## config.mk

```make
export PLATFORM = sky130hd
export DESIGN_NAME = seg7_scan_decoder
export DESIGN_NICKNAME = d
export VERILOG_FILES = /design/src/rtl/seg7_scan_decoder.sv
export SDC_FILE = /design/constraint.sdc
export NUM_CORES = 1
export LEC_CHECK = 0
export BUFFER_PORTS_ARGS = -buffer_cell sky130_fd_sc_hd__buf_2
export CAP_MARGIN = 20
export CELL_PAD_IN_SITES_DETAIL_PLACEMENT = 0
export CELL_PAD_IN_SITES_GLOBAL_PLACEMENT = 1
export CORE_MARGIN = 5
export CORE_UTILIZATION = 44
export DETAILED_ROUTE_END_ITERATION = 8
export GPL_TIMING_DRIVEN = 0
export PLACE_DENSITY_LB_ADDON = 0.1
export SLEW_MARGIN = 10
export SYNTH_ARGS = -nofsm -noshare
export SYNTH_HDL_FRONTEND = slang
export SYNTH_SLANG_ARGS = --single-unit
```

## constraint.sdc

```tcl
create_clock -name clk -period 3.15 [get_ports clk]
set_clock_uncertainty 0.2 [all_clocks]
set_input_delay 0.63 -clock clk [delete_from_list [all_inputs] [get_ports clk]]
set_output_delay 0.63 -clock clk [all_outputs]
set_load 0.05 [all_outputs]
```

## src/rtl/seg7_scan_decoder.sv

```systemverilog
// Readback decoder for a multiplexed 7-segment bus: recovers the BCD value on each digit,
// flags blank/illegal patterns and pulses once per completed scan frame.
module seg7_scan_decoder #(
    parameter int unsigned NUM_DIGITS = 6,
    parameter int unsigned SETTLE     = 4
) (
    input  logic                    clk,
    input  logic                    rst,
    input  logic [6:0]              seg,
    input  logic [NUM_DIGITS-1:0]   dig_sel,
    input  logic                    clear,
    output logic [4*NUM_DIGITS-1:0] bcd_out,
    output logic [NUM_DIGITS-1:0]   digit_valid,
    output logic [NUM_DIGITS-1:0]   digit_blank,
    output logic                    err_pulse,
    output logic                    err_flag,
    output logic                    frame_done
);

    localparam int unsigned CW = $clog2(SETTLE + 1);
    localparam logic [CW-1:0] CntMax = CW'(SETTLE);
    localparam logic [CW-1:0] CntCap = CW'(SETTLE - 1);
    localparam logic [NUM_DIGITS-1:0] SelOne = NUM_DIGITS'(1);
    localparam logic [4*NUM_DIGITS-1:0] BcdRst = {NUM_DIGITS{4'hA}};

    typedef enum logic [1:0] {StIdle, StSettle, StHold} state_e;

    state_e                  state_q, state_d;
    logic [6:0]              s_seg_q, s_seg_d;
    logic [NUM_DIGITS-1:0]   s_sel_q, s_sel_d;
    logic [CW-1:0]           cnt_q, cnt_d;
    logic [NUM_DIGITS-1:0]   seen_q, seen_d;
    logic [4*NUM_DIGITS-1:0] bcd_q, bcd_d;
    logic [NUM_DIGITS-1:0]   valid_q, valid_d;
    logic [NUM_DIGITS-1:0]   blank_q, blank_d;
    logic                    err_pulse_q, err_pulse_d;
    logic                    err_flag_q, err_flag_d;
    logic                    frame_q, frame_d;

    logic       changed, onehot_d, capture;
    logic       pat_legal, pat_blank;
    logic [3:0] pat_val;

    always_comb begin
        pat_legal = 1'b1;
        pat_blank = 1'b0;
        pat_val   = 4'hA;
        unique case (s_seg_q)
            7'b1111110: pat_val = 4'd0;
            7'b0110000: pat_val = 4'd1;
            7'b1101101: pat_val = 4'd2;
            7'b1111001: pat_val = 4'd3;
            7'b0110011: pat_val = 4'd4;
            7'b1011011: pat_val = 4'd5;
            7'b1011111: pat_val = 4'd6;
            7'b1110000: pat_val = 4'd7;
            7'b1111111: pat_val = 4'd8;
            7'b1111011: pat_val = 4'd9;
            7'b0000000: pat_blank = 1'b1;
            default:    pat_legal = 1'b0;
        endcase
    end

    always_comb begin
        s_seg_d     = seg;
        s_sel_d     = dig_sel;
        state_d     = state_q;
        cnt_d       = cnt_q;
        seen_d      = seen_q;
        bcd_d       = bcd_q;
        valid_d     = valid_q;
        blank_d     = blank_q;
        err_pulse_d = 1'b0;
        err_flag_d  = err_flag_q;
        frame_d     = 1'b0;
        capture     = 1'b0;

        changed  = {s_seg_d, s_sel_d} != {s_seg_q, s_sel_q};
        onehot_d = (s_sel_d != '0) && ((s_sel_d & (s_sel_d - SelOne)) == '0);

        unique case (state_q)
            StIdle: if (onehot_d) state_d = StSettle;
            StSettle: begin
                if (changed) begin
                    state_d = onehot_d ? StSettle : StIdle;
                end else if (cnt_q == CntCap) begin
                    capture = 1'b1;
                    state_d = StHold;
                end
            end
            StHold: if (changed) state_d = onehot_d ? StSettle : StIdle;
            default: state_d = StIdle;
        endcase

        // Counter restarts on any input change and stays zero while idle.
        if (changed || state_q == StIdle || state_d == StIdle) begin
            cnt_d = '0;
        end else if (cnt_q != CntMax) begin
            cnt_d = cnt_q + 1'b1;
        end

        if (capture) begin
            for (int i = 0; i < NUM_DIGITS; i++) begin
                if (s_sel_q[i]) begin
                    if (pat_legal) begin
                        bcd_d[4*i +: 4] = pat_val;
                        valid_d[i]      = 1'b1;
                        blank_d[i]      = pat_blank;
                    end else begin
                        valid_d[i] = 1'b0;
                        blank_d[i] = 1'b0;
                    end
                end
            end
            if (!pat_legal) begin
                err_pulse_d = 1'b1;
                err_flag_d  = 1'b1;
            end
            if ((seen_q | s_sel_q) == '1) begin
                frame_d = 1'b1;
                seen_d  = '0;
            end else begin
                seen_d = seen_q | s_sel_q;
            end
        end

        // Clear beats a same-cycle capture; input registers keep sampling.
        if (clear) begin
            state_d     = StIdle;
            cnt_d       = '0;
            seen_d      = '0;
            bcd_d       = BcdRst;
            valid_d     = '0;
            blank_d     = '0;
            err_pulse_d = 1'b0;
            err_flag_d  = 1'b0;
            frame_d     = 1'b0;
        end
    end

    always_ff @(posedge clk or posedge rst) begin
        if (rst) begin
            state_q     <= StIdle;
            s_seg_q     <= '0;
            s_sel_q     <= '0;
            cnt_q       <= '0;
            seen_q      <= '0;
            bcd_q       <= BcdRst;
            valid_q     <= '0;
            blank_q     <= '0;
            err_pulse_q <= 1'b0;
            err_flag_q  <= 1'b0;
            frame_q     <= 1'b0;
        end else begin
            state_q     <= state_d;
            s_seg_q     <= s_seg_d;
            s_sel_q     <= s_sel_d;
            cnt_q       <= cnt_d;
            seen_q      <= seen_d;
            bcd_q       <= bcd_d;
            valid_q     <= valid_d;
            blank_q     <= blank_d;
            err_pulse_q <= err_pulse_d;
            err_flag_q  <= err_flag_d;
            frame_q     <= frame_d;
        end
    end

    assign bcd_out     = bcd_q;
    assign digit_valid = valid_q;
    assign digit_blank = blank_q;
    assign err_pulse   = err_pulse_q;
    assign err_flag    = err_flag_q;
    assign frame_done  = frame_q;

endmodule

```

==> results.md <==
* Latest clock arrival within the worst-skew pair at 0.33 ns
* Die outline area at 8480 um^2
* Clk sinks at 63
* Post-detailed-placement cell area at 3340 um^2
* Cell types occupying the most area after synthesis: dfrtp_1 43%, dfstp_2 11%, mux2_2 8.0%
* Hold bufs inserted after CTS at 0
* Antenna Violating Nets Remaining at 0
* EDFF count, synth at 0
* Reg-to-Reg Start: cnt_q[0]$_DFFE_PP0P_
* Power per Cell Area at 479 nW/um^2
* Clock-pin transition on the worst setup and hold timing paths at 0.06 ns
* Antenna diode count at 0
* Buffers on Ports at 54
* Via density per instance at 5.25
* Most heavily used metal layer in global routing: met2
* Critical-path cell with the highest stage delay: dfrtp_1
* Status: completed
* Total length of routed wires at 6.44 mm
* Number of pins with negative max-slew slack in the final report at 0
* Gate count of the mapped netlist at 246
* Die Span Y at 92.1 um
* Clock buffer count from CTS at 9
* Main flop type after synthesis: dfrtp_1
* Vias in the first global route at 2183
* Actual slew at the worst max-slew pin at 0.766 ns
* Wire length per cell at 16.2 um
* Non-Filler Cell Area, Final at 3530 um^2
* Post-Syn Nets at 265
* Top delay family on crit path: simple AND/OR/NAND/NOR gates
* Number of failing setup endpoints in the final timing report at 0
* Routability Congestion at 0.740
* Count of nets after finishing at 331
* Horiz. Die Dim at 92.1 um
* WP data arrival at 2.80 ns
* Worst min path class: input port to asynchronous set/reset pin
* Clock tree from TritonCTS: built
* Number of post-CTS setup repair buffers at 0
* Met3 usage at 0.0517
* Remaining routing DRC violations at 0
* R2r worst-path depth at 9
* Synthesis-to-layout area growth at 18.9%
* DP Wirelength at 4.62 mm
* Top cell type's share of synthesized area at 0.430
* Final period util at 0.884
* Setup repair after global routing missed its margin: false
* Buf/Inv on CP at 1
* Proportion of register bits with asynchronous set or reset after synthesis at 1.00
* Initial Util at 0.444
* Depth of the CTS H-tree at 3
* Avg Synthesized Cell Area at 12.1 um^2
* Ports at 55
* Syn. warnings at 0
* Gates resized, CTS repair at 0
* Remaining global-route overflow at 0
* Total global routing track utilization at 0.168
* Number of antenna violations at the first check in global routing at 0
* Capture point of the worst path: bcd_out[16]$_DFFE_PP0P_
* Startpoint class of the critical path: flop
* Number of different library cells in the post-synthesis netlist at 49
* Sequential element share of the synthesized area at 0.536
* Number of cells on the critical path at 9
* First-pass GRT wire length at 11.1 mm
* Core footprint at 6680 um^2
* Sort of element at the end of the critical path: flop
* Maximum buffer depth of the clock tree at 2
* Number of inserted filler cells in the final layout at 646
* CP most frequent cell: ha_1
* Stage delay of the slowest cell on the critical path at 0.39 ns
* Required @ worst endpoint at 3.17 ns
* Max-cap check violation count at 0
* Initial drt markers at 62
* Clock root buffer: clkbuf_8
* Class of the most critical setup path: flop to flop
* Reg2Reg Setup Slack at 0.37 ns
* Cell accounting for the most synthesized area: dfrtp_1
* Drt first pass iters at 5
* Highest Clock Rate at 359 MHz
* Combined area of all synthesized cells at 2970 um^2
* Relative slew slack at 0.490
* Ordered cell list for the critical path: ha_1 -> ha_1 -> and3b_1 -> buf_1 -> nand3_1 -> nor4_4 -> nand2_1 -> a21oi_4 -> mux2_2
* Maximum vdd drop at 0.278 mV
* Proportion of layout cells with a drive suffix above 1 at 0.385
* Maximum number of pins on one net before global-route repair at 64
* Beginning of the critical path: cnt_q[0]$_DFFE_PP0P_
* Hold Violations, Final at 0
* Leakage at 1.60 nW
* Maximum net fanout on the critical path at 9
* Flip-flop and latch count after synthesis at 63
* Global routing met1 resource utilization at 0.232
* Reg-to-reg critical path endpoint: bcd_out[16]$_DFFE_PP0P_
* Core Util, Final at 0.528
* Global routing met2 resource utilization at 0.250
* Minimum period implied by the final worst setup slack at 2.78 ns
* Cell Rows at 30
* Via total after detailed routing at 2084
==> metrics by stage <==
stage / hold slack [ns] / total power, W / setup TNS (ns) / setup WS (ns) / instances
finish: 0.218 / 0.00169 / 0 / 0.367 / 397
global placement: 0.273 / 0.00104 / -2.82 / -0.0583 / 380
floorplan: 0.264 / 0.000990 / 0 / 0.717 / 246
global route: 0.215 / 0.00177 / 0 / 0.0688 / 397
detailed placement: 0.279 / 0.00104 / 0 / 0.278 / 381
CTS: 0.211 / 0.00172 / 0 / 0.320 / 397
==> cell families after synthesis <==
kind of cell               Yosys count  share of synthesized area
xor gates and xnor gates            15                     0.0443
DFF                                 63                      0.536
and+or+nand+nor                     79                      0.164
adders and majority gates            4                     0.0160
muxes                               31                      0.115
buffers and inverters               17                     0.0308
AOI/OAI and AO/OA                   37                     0.0941
==> cell usage in the layout, fill, tap and decap left out, drive strengths merged, types with 7 or more instances in the layout <==
master / instances
clkbuf: 14
a21oi: 11
o21a: 7
dfstp: 12
mux2i: 7
and3: 7
nor2: 26
nand2: 11
dfrtp: 51
buf: 64
xnor2: 14
mux2: 24
==> where the power goes <==
group	leakage [nW]	internal [W]	total (W)	switching, W
Clock	0.0904	0.000364	0.000663	0.000300
Combinational	0.699	0.0000607	0.000183	0.000122
Sequential	0.808	0.000831	0.000843	0.0000113
Total	1.60	0.00126	0.00169	0.000433
==> sequential cells by signal, indices dropped and copies added (netlist names) <==
register	cells
digit_valid	6
s_sel_q	6
digit_blank	6
cnt_q	3
err_flag	1
seen_q	6
bcd_out	24
err_pulse	1
s_seg_q	7
state_q	2
frame_done	1
==> metal layers <==
metal  share of wire  routed length, um
met3           0.053                338
met2            0.47               3000
met1            0.47               3000
met4           0.016                101
met5               0                  0
==> cell usage after synthesis, drive strengths merged (6+ instances only) <==
master / n
nor2: 26
a211oi: 6
inv: 6
mux2: 24
mux2i: 7
dfrtp: 51
and3: 7
dfstp: 12
buf: 9
xnor2: 14
nand2: 11
a21oi: 11
o21a: 7
==> worst min path at each step <==
| stage | slack (ns) | endpoint | cells past startpoint |
|---|---|---|---|
| finish | 0.22 | bcd_out[16]$_DFFE_PP0P_ | 2 |
| global route | 0.22 | s_seg_q[1]$_DFF_PP0_ | 1 |
| CTS | 0.21 | s_seg_q[2]$_DFF_PP0_ | 1 |
| detailed placement | 0.28 | bcd_out[4]$_DFFE_PP0P_ | 1 |
| global placement | 0.27 | seen_q[3]$_DFFE_PP0P_ | 1 |
| floorplan | 0.26 | seen_q[4]$_DFFE_PP0P_ | 1 |
==> cell type report <==
cell class,instances,area [um^2],share of cell area
Sequential cell,63,1590,0.451
Multi-Input combinational cell,166,1280,0.364
Timing Repair Buffer,55,275,0.0780
Clock buffer,12,135,0.0383
Tap cell,80,100,0.0284
Buffer,11,68.8,0.0195
Clock inverter,4,47.5,0.0135
Inverter,6,25.0,0.00709
No activity file was read; power rests on OpenSTA's default activity.
